$ cat src/rtl/imem_loader.sv
// imem_loader: framed, checksummed byte-stream loader that writes 19-bit words into instruction memory
// and holds the CPU in reset while a download is in progress.
module imem_loader #(
    parameter logic [7:0] HEADER = 8'hA5,
    parameter int ADDR_W = 12,
    parameter int WORD_W = 19
) (
    input  logic              clk,
    input  logic              rst,
    input  logic              byte_valid,
    input  logic [7:0]        byte_data,
    output logic              byte_ready,
    output logic              wr_en,
    output logic [ADDR_W-1:0] wr_addr,
    output logic [WORD_W-1:0] wr_data,
    output logic              cpu_hold,
    output logic              done,
    output logic              error
);
    typedef enum logic [3:0] {
        IDLE, ADDR_HI, ADDR_LO, CNT_HI, CNT_LO, W0, W1, W2, CHK, DONE, ERR
    } state_t;

    state_t            r_state;
    logic [7:0]        r_chk;
    logic [3:0]        r_hi;
    logic [11:0]       r_cnt;
    logic [ADDR_W-1:0] r_next;
    logic [2:0]        r_w0;
    logic [7:0]        r_w1;
    logic              w_acc;
    logic              w_hdr;
    logic              w_sum;

    assign w_acc = byte_valid && byte_ready;
    assign w_hdr = byte_data == HEADER;
    assign w_sum = r_state inside {ADDR_HI, ADDR_LO, CNT_HI, CNT_LO, W0, W1, W2};

    always_ff @(posedge clk or posedge rst) begin
        if (rst) begin
            r_state    <= IDLE;
            r_chk      <= '0;
            r_hi       <= '0;
            r_cnt      <= '0;
            r_next     <= '0;
            r_w0       <= '0;
            r_w1       <= '0;
            byte_ready <= 1'b0;
            wr_en      <= 1'b0;
            wr_addr    <= '0;
            wr_data    <= '0;
            cpu_hold   <= 1'b0;
            done       <= 1'b0;
            error      <= 1'b0;
        end else begin
            byte_ready <= 1'b1;
            wr_en      <= 1'b0;
            if (w_acc && w_sum)
                r_chk <= r_chk ^ byte_data;
            if (w_acc) begin
                case (r_state)
                    IDLE, DONE, ERR: if (w_hdr) begin
                        r_state  <= ADDR_HI;
                        r_chk    <= '0;
                        cpu_hold <= 1'b1;
                        done     <= 1'b0;
                        error    <= 1'b0;
                    end
                    ADDR_HI: begin
                        r_hi    <= byte_data[3:0];
                        r_state <= ADDR_LO;
                    end
                    ADDR_LO: begin
                        r_next  <= {r_hi, byte_data};
                        r_state <= CNT_HI;
                    end
                    CNT_HI: begin
                        r_hi    <= byte_data[3:0];
                        r_state <= CNT_LO;
                    end
                    CNT_LO: begin
                        r_cnt   <= {r_hi, byte_data};
                        r_state <= ({r_hi, byte_data} == 12'd0) ? CHK : W0;
                    end
                    W0: if (byte_data[7:3] != 5'd0) begin
                        r_state  <= ERR;
                        error    <= 1'b1;
                        cpu_hold <= 1'b0;
                    end else begin
                        r_w0    <= byte_data[2:0];
                        r_state <= W1;
                    end
                    W1: begin
                        r_w1    <= byte_data;
                        r_state <= W2;
                    end
                    W2: begin
                        // address wraps silently at the top of memory
                        wr_en   <= 1'b1;
                        wr_addr <= r_next;
                        wr_data <= {r_w0, r_w1, byte_data};
                        r_next  <= r_next + 1'b1;
                        r_cnt   <= r_cnt - 1'b1;
                        r_state <= (r_cnt == 12'd1) ? CHK : W0;
                    end
                    CHK: begin
                        r_state  <= (byte_data == r_chk) ? DONE : ERR;
                        done     <= byte_data == r_chk;
                        error    <= byte_data != r_chk;
                        cpu_hold <= 1'b0;
                    end
                    default: r_state <= IDLE;
                endcase
            end
        end
    end
endmodule

$ cat config.mk
export PLATFORM = sky130hd
export DESIGN_NAME = imem_loader
export DESIGN_NICKNAME = d
export VERILOG_FILES = /design/src/rtl/imem_loader.sv
export SDC_FILE = /design/constraint.sdc
export NUM_CORES = 1
export LEC_CHECK = 0
export CAP_MARGIN = 20
export CORE_ASPECT_RATIO = 1.25
export CORE_MARGIN = 2
export CORE_UTILIZATION = 60
export DETAILED_ROUTE_END_ITERATION = 12
export GPL_TIMING_DRIVEN = 1
export PLACE_DENSITY_LB_ADDON = 0.15
export SYNTH_ARGS = -nofsm -noshare
export SYNTH_HDL_FRONTEND = slang
export SYNTH_SLANG_ARGS = --single-unit
$ cat constraint.sdc
create_clock -name clk -period 5.4 [get_ports clk]
set_clock_uncertainty 0.1 [all_clocks]
set_input_delay 0.54 -clock clk [delete_from_list [all_inputs] [get_ports clk]]
set_output_delay 0.54 -clock clk [all_outputs]
set_load 0.1 [all_outputs]
Word level (Yosys, flattened, before mapping)
Cells that the tools add are included.
W data, S select, Z words.
- flip-flop bits (word level): 87
- output and inout port bits: 36
- add/sub/neg operators: 2
- equality and inequality tests: 16
- muxes and demuxes: 21
- bitwise logic cells: 2
- reduce and logical (&&, ||, !) cells: 21
- operator list (kind ; number):
    $pmux W12 S2 ; 2
    $pmux W4 S9 ; 1
    $mux W8 ; 4
    $eq A4 B3 Y1 const B ; 4
    $mux W4 ; 4
    $add A12 B1 Y12 const B ; 1
    $eq A12 B1 Y1 const B ; 1
    $eq A4 B4 Y1 const B ; 3
    $logic_not A12 Y1 ; 1
    $reduce_and A2 Y1 ; 6
    $sub A12 B1 Y12 const B ; 1
    $eq A4 B2 Y1 const B ; 2
    $eq A8 B8 Y1 ; 1
    $eq A8 B8 Y1 const B ; 1
    $ne A8 B8 Y1 ; 1
    $xor A8 B8 Y8 ; 1
    $reduce_bool A7 Y1 ; 1
    $mux W1 ; 6
    $pmux W1 S3 ; 2
    $reduce_and A3 Y1 ; 2
    $reduce_bool A2 Y1 ; 3
    $reduce_bool A5 Y1 ; 1
    $eq A4 B1 Y1 const B ; 1
    $logic_not A4 Y1 ; 1
    10 further kinds ; 11

Logic depth before layout (Yosys ltp)
- depth after elaboration: 7
- depth in mapped cells: 8

Worst setup path before layout
No wires, ideal clock.
- path type: flip-flop to flip-flop
- start point: register byte_ready
- end point: register done
- library setup time: 125 ps
- arrival time: 2295 ps
- data required time: 5175 ps
- setup slack: 2880 ps
- cell stages (with the launch flop): 6
- buffers on the path: 0
- cells stage by stage: dfrtp_1 > nand2_1 > nor4_1 > a21oi_2 > nor2_1 > mux2_2
- longest elaborated chain between the ends: 2
- ends and longest elaborated chain (what ; line ; RTL):
    from (decl) ; 12 ; output logic byte_ready,
    from (signal assigned) ; 48 ; byte_ready <= 1'b0;
    from (signal assigned) ; 56 ; byte_ready <= 1'b1;
    $logic_and A1 B1 Y1 ; 35 ; assign w_acc = byte_valid && byte_ready;
    $reduce_and A3 Y1 (no source line) ; n/a ;
    to (signal assigned) ; 108 ; done <= byte_data == r_chk;
    to (decl) ; 17 ; output logic done,
Every way passes these cells.
A chain may end at the register's enable or synchronous reset.

Worst setup path in the final report
- start point: register r_state[0]
- end point: register wr_addr[6]
- longest elaborated chain between the ends: 2
- ends and longest elaborated chain (what ; line ; RTL):
    from (decl) ; 24 ; state_t r_state;
    from (signal assigned) ; 83 ; r_state <= ({r_hi, byte_data} == 12'd0) ? CHK : W0;
    from (signal assigned) ; 104 ; r_state <= (r_cnt == 12'd1) ? CHK : W0;
    from (signal assigned) ; 107 ; r_state <= (byte_data == r_chk) ? DONE : ERR;
    $eq A4 B3 Y1 ; 61 ; case (r_state)
    $reduce_and A2 Y1 (no source line) ; n/a ;
    to (signal assigned) ; 100 ; wr_addr <= r_next;
    to (decl) ; 14 ; output logic [ADDR_W-1:0] wr_addr,
Every way passes these cells.

==> flow_metrics.env <==
export IMPL_status="finished, final reports clean"
export IMPL_muxShareOfSynthArea=0.126
export IMPL_place_gp_congestion=0.879
export IMPL_p_per_area_nw_per_um2=513
export IMPL_h_tree_depth=3
export IMPL_ios=47
export IMPL_grt_setup_unrepaired="false"
export IMPL_hpwlAfterDp_um=6330
export IMPL_fmax_mhz=347
export IMPL_port_buffers=46
export IMPL_synth_compound_area_share=0.131
export IMPL_grt_pass1_wl_um=15800
export IMPL_die_area_um2=7840
export IMPL_min_period_over_period=0.534
export IMPL_synth_xor_area_share=0.0368
export IMPL_reg2reg_to="wr_addr[6]"
export IMPL_power_leakage_nw=2.16
export IMPL_die_y_um=98.5
export IMPL_rows=34
export IMPL_route_vias_total=3281
export IMPL_synth_distinct_cells=56
export IMPL_cts_buffers=9
export IMPL_ys_warn_count=0
export IMPL_fin_crit_ns=2.88
export IMPL_syn_nets=423
export IMPL_tns_ns=0
export IMPL_crit_end="wr_addr[6]"
export IMPL_grt_pass1_vias=3194
export IMPL_final_nets=460
export IMPL_hold_path_class="reg -> reg"
export IMPL_cts_hold_buf=0
export IMPL_synth_edf_count=0
export IMPL_slew_headroom=0.328
export IMPL_finalMaxSlewViolations=0
export IMPL_crit_path_start="r_state[0]"
export IMPL_grt_max_degree=48
export IMPL_drc=0
export IMPL_synth_top_family_by_area="simple AND/OR/NAND/NOR gates"
export IMPL_synth_ff_type="dfrtp_1"
export IMPL_r2r_start="r_state[0]"
export IMPL_final_area_um2=5000
export IMPL_cts_resized=0
export IMPL_grt_usage=0.263
export IMPL_required_ns=5.54
export IMPL_hold_ws_ns=0.410
export IMPL_setup_viol=0
export IMPL_dr_pass1_iters=6
export IMPL_overflow=0
export IMPL_reg2reg_depth=4
export IMPL_hold_violations=0
export IMPL_cp_end_kind="register"
export IMPL_wl_um=9480
export IMPL_drtIter0Drc=259
export IMPL_dpl_instance_area_um2=4780
export IMPL_synthArstFlopShare=1.00
export IMPL_ys_seq_area_frac=0.508
export IMPL_maxCapViolations=0
export IMPL_vdd_drop_max_mv=0.359
export IMPL_r2r_setup_slack_ns=2.52
export IMPL_max_clock_path_buffers=2
export IMPL_avgSynthCellArea_um2=10.5
export IMPL_wl_per_cell_um=17.5
export IMPL_arrival_ns=3.02
export IMPL_cts_root_buf="clkbuf_8"
export IMPL_drtAntennaViolNets=0
export IMPL_insertion_delay_ns=0.35
export IMPL_cts_tree="yes"
export IMPL_core_area_um2=6930
export IMPL_layout_drive_gt1_share=0.180
export IMPL_crit_path_top_delay_cell="nand3_1"
export IMPL_initial_core_util=0.618
export IMPL_cpPeakStageDelay_ns=0.83
export IMPL_cts_clk_slew_worst_paths_ns=0.09
export IMPL_antenna_cells=0
export IMPL_ys_ff_latch=87
export IMPL_viasPerCell=6.06
export IMPL_cp_cell_sequence="nand3_1, nor2_2, buf_4, mux2_2"
export IMPL_synth_adder_area_share=0.00876
export IMPL_post_cts_buffers=0
export IMPL_synth_simple_gate_area_frac=0.157
export IMPL_p_total_mw=2.57
export IMPL_syn2layout_area_growth_pct=16.7
export IMPL_path_max_fanout=33
export IMPL_die_w_um=79.6
export IMPL_antenna_found_initial=0
export IMPL_tightest_slew_ns=1.00
export IMPL_start_kind="register"
export IMPL_path_class="reg -> reg"
export IMPL_syn_inst=409
export IMPL_netlist_area_um2=4280
export IMPL_cts_sink_count=87
worst min-delay path by stage:
stage,depth (start not counted),end,from
6_report,1,wr_data[14],r_w1[6]
5_1_grt,1,wr_data[14],r_w1[6]
4_1_cts,1,wr_data[14],r_w1[6]
3_5_place_dp,1,r_w0[1],r_w0[1]
3_3_place_gp,1,wr_data[18],r_w0[2]
2_1_floorplan,2,r_cnt[6],r_cnt[6]
through the flow:
step | util | instances | setup slack (ns)
final | 0.721 | 541 | 2.52
after global routing | 0.721 | 541 | 2.30
after CTS | 0.719 | 540 | 2.55
after detailed placement | 0.690 | 524 | 2.56
after global placement | 0.690 | 524 | 2.59
after floorplan | - | 409 | 2.51
power breakdown:
part | internal, mW | total [mW] | switching [mW]
Sequential | 0.854 | 1.11 | 0.252
Combinational | 0.366 | 0.997 | 0.630
Clock | 0.220 | 0.464 | 0.244
Total | 1.44 | 2.57 | 1.13
critical path, delay by kind of cell, from the launching register on:
kind / cells / cell delay (ns)
muxes: 1 / 0.39
and+or+nand+nor: 2 / 1.10
buffers and inverters: 1 / 0.41
DFF: 1 / 0.74
placed cells by master (no fill, tap or decap), types with 2 or more instances in the layout:
cell             instances
a21o_1                   3
a21oi_1                 26
a22o_1                   3
a22oi_1                  2
a2bb2oi_1                5
a31oi_1                  6
and3_1                   2
buf_4                    4
clkbuf_8                 9
clkdlybuf4s50_1         46
clkinv_2                 2
dfrtp_1                 87
ha_1                     3
inv_1                    5
inv_6                    2
mux2_2                  48
nand2_1                 33
nand2b_1                 2
nand3_1                 13
nand4_1                  2
nor2_1                  34
nor2b_1                  6
nor3_1                  10
nor3b_1                  2
nor4_1                   4
o21ai_0                 22
o21bai_1                 2
o22a_1                   3
o22ai_1                  7
or3_1                    5
or3_2                    2
or4_1                    3
xor2_1                  18
state kept, by name, indices dropped and copies added, names as in the netlist, 3 cells and up:
signal / flops
wr_data: 19
r_cnt: 12
r_next: 12
wr_addr: 12
r_chk: 8
r_w1: 8
r_hi: 4
r_state: 4
r_w0: 3
kinds of logic after synthesis:
| family | after synthesis |
|---|---|
| AO/OA/AOI/OAI | 89 |
| XOR/XNOR | 18 |
| adder cells (fa/ha/maj) | 3 |
| buffers and inverters | 31 |
| flip-flops | 87 |
| multiplexers | 48 |
| other | 1 |
| AND/OR/NAND/NOR | 132 |
synth_stat cells, drive strengths merged (2+ instances only):
cell / number / area share
dfrtp: 87 / 0.51
mux2: 48 / 0.13
nor2: 35 / 0.031
nand2: 33 / 0.029
a21oi: 27 / 0.032
o21ai: 22 / 0.026
xor2: 18 / 0.037
clkbuf: 13 / 0.011
nand3: 13 / 0.015
buf: 12 / 0.014
nor3: 11 / 0.014
or3: 8 / 0.013
nor2b: 7 / 0.012
o22ai: 7 / 0.010
a31oi: 6 / 0.0088
inv: 6 / 0.0053
a2bb2oi: 5 / 0.010
nor4: 4 / 0.0058
or4: 4 / 0.0079
a21o: 3 / 0.0053
a22o: 3 / 0.0061
ha: 3 / 0.0088
o22a: 3 / 0.0061
a22oi: 2 / 0.0035
a32oi: 2 / 0.0058
and3: 2 / 0.0029
nand2b: 2 / 0.0029
nand4: 2 / 0.0029
nor3b: 2 / 0.0035
o21bai: 2 / 0.0035
or3b: 2 / 0.0041
area by class of cell:
class,count,area (µm²)
fill,483,1930
clock buffer,9,124
clock inverter,7,80.1
inverter,6,23.8
sequential,87,2180
timing repair buffer,51,505
tap,90,113
multi-input combinational,291,1980
routing by layer:
| layer | share of wire | GRT usage |
|---|---|---|
| met1 | 0.43 | 0.358 |
| met2 | 0.50 | 0.413 |
| met3 | 0.049 | 0.0568 |
| met4 | 0.025 | 0.106 |
| met5 | 0 | 0 |
Power figures use the tool's default switching activity.
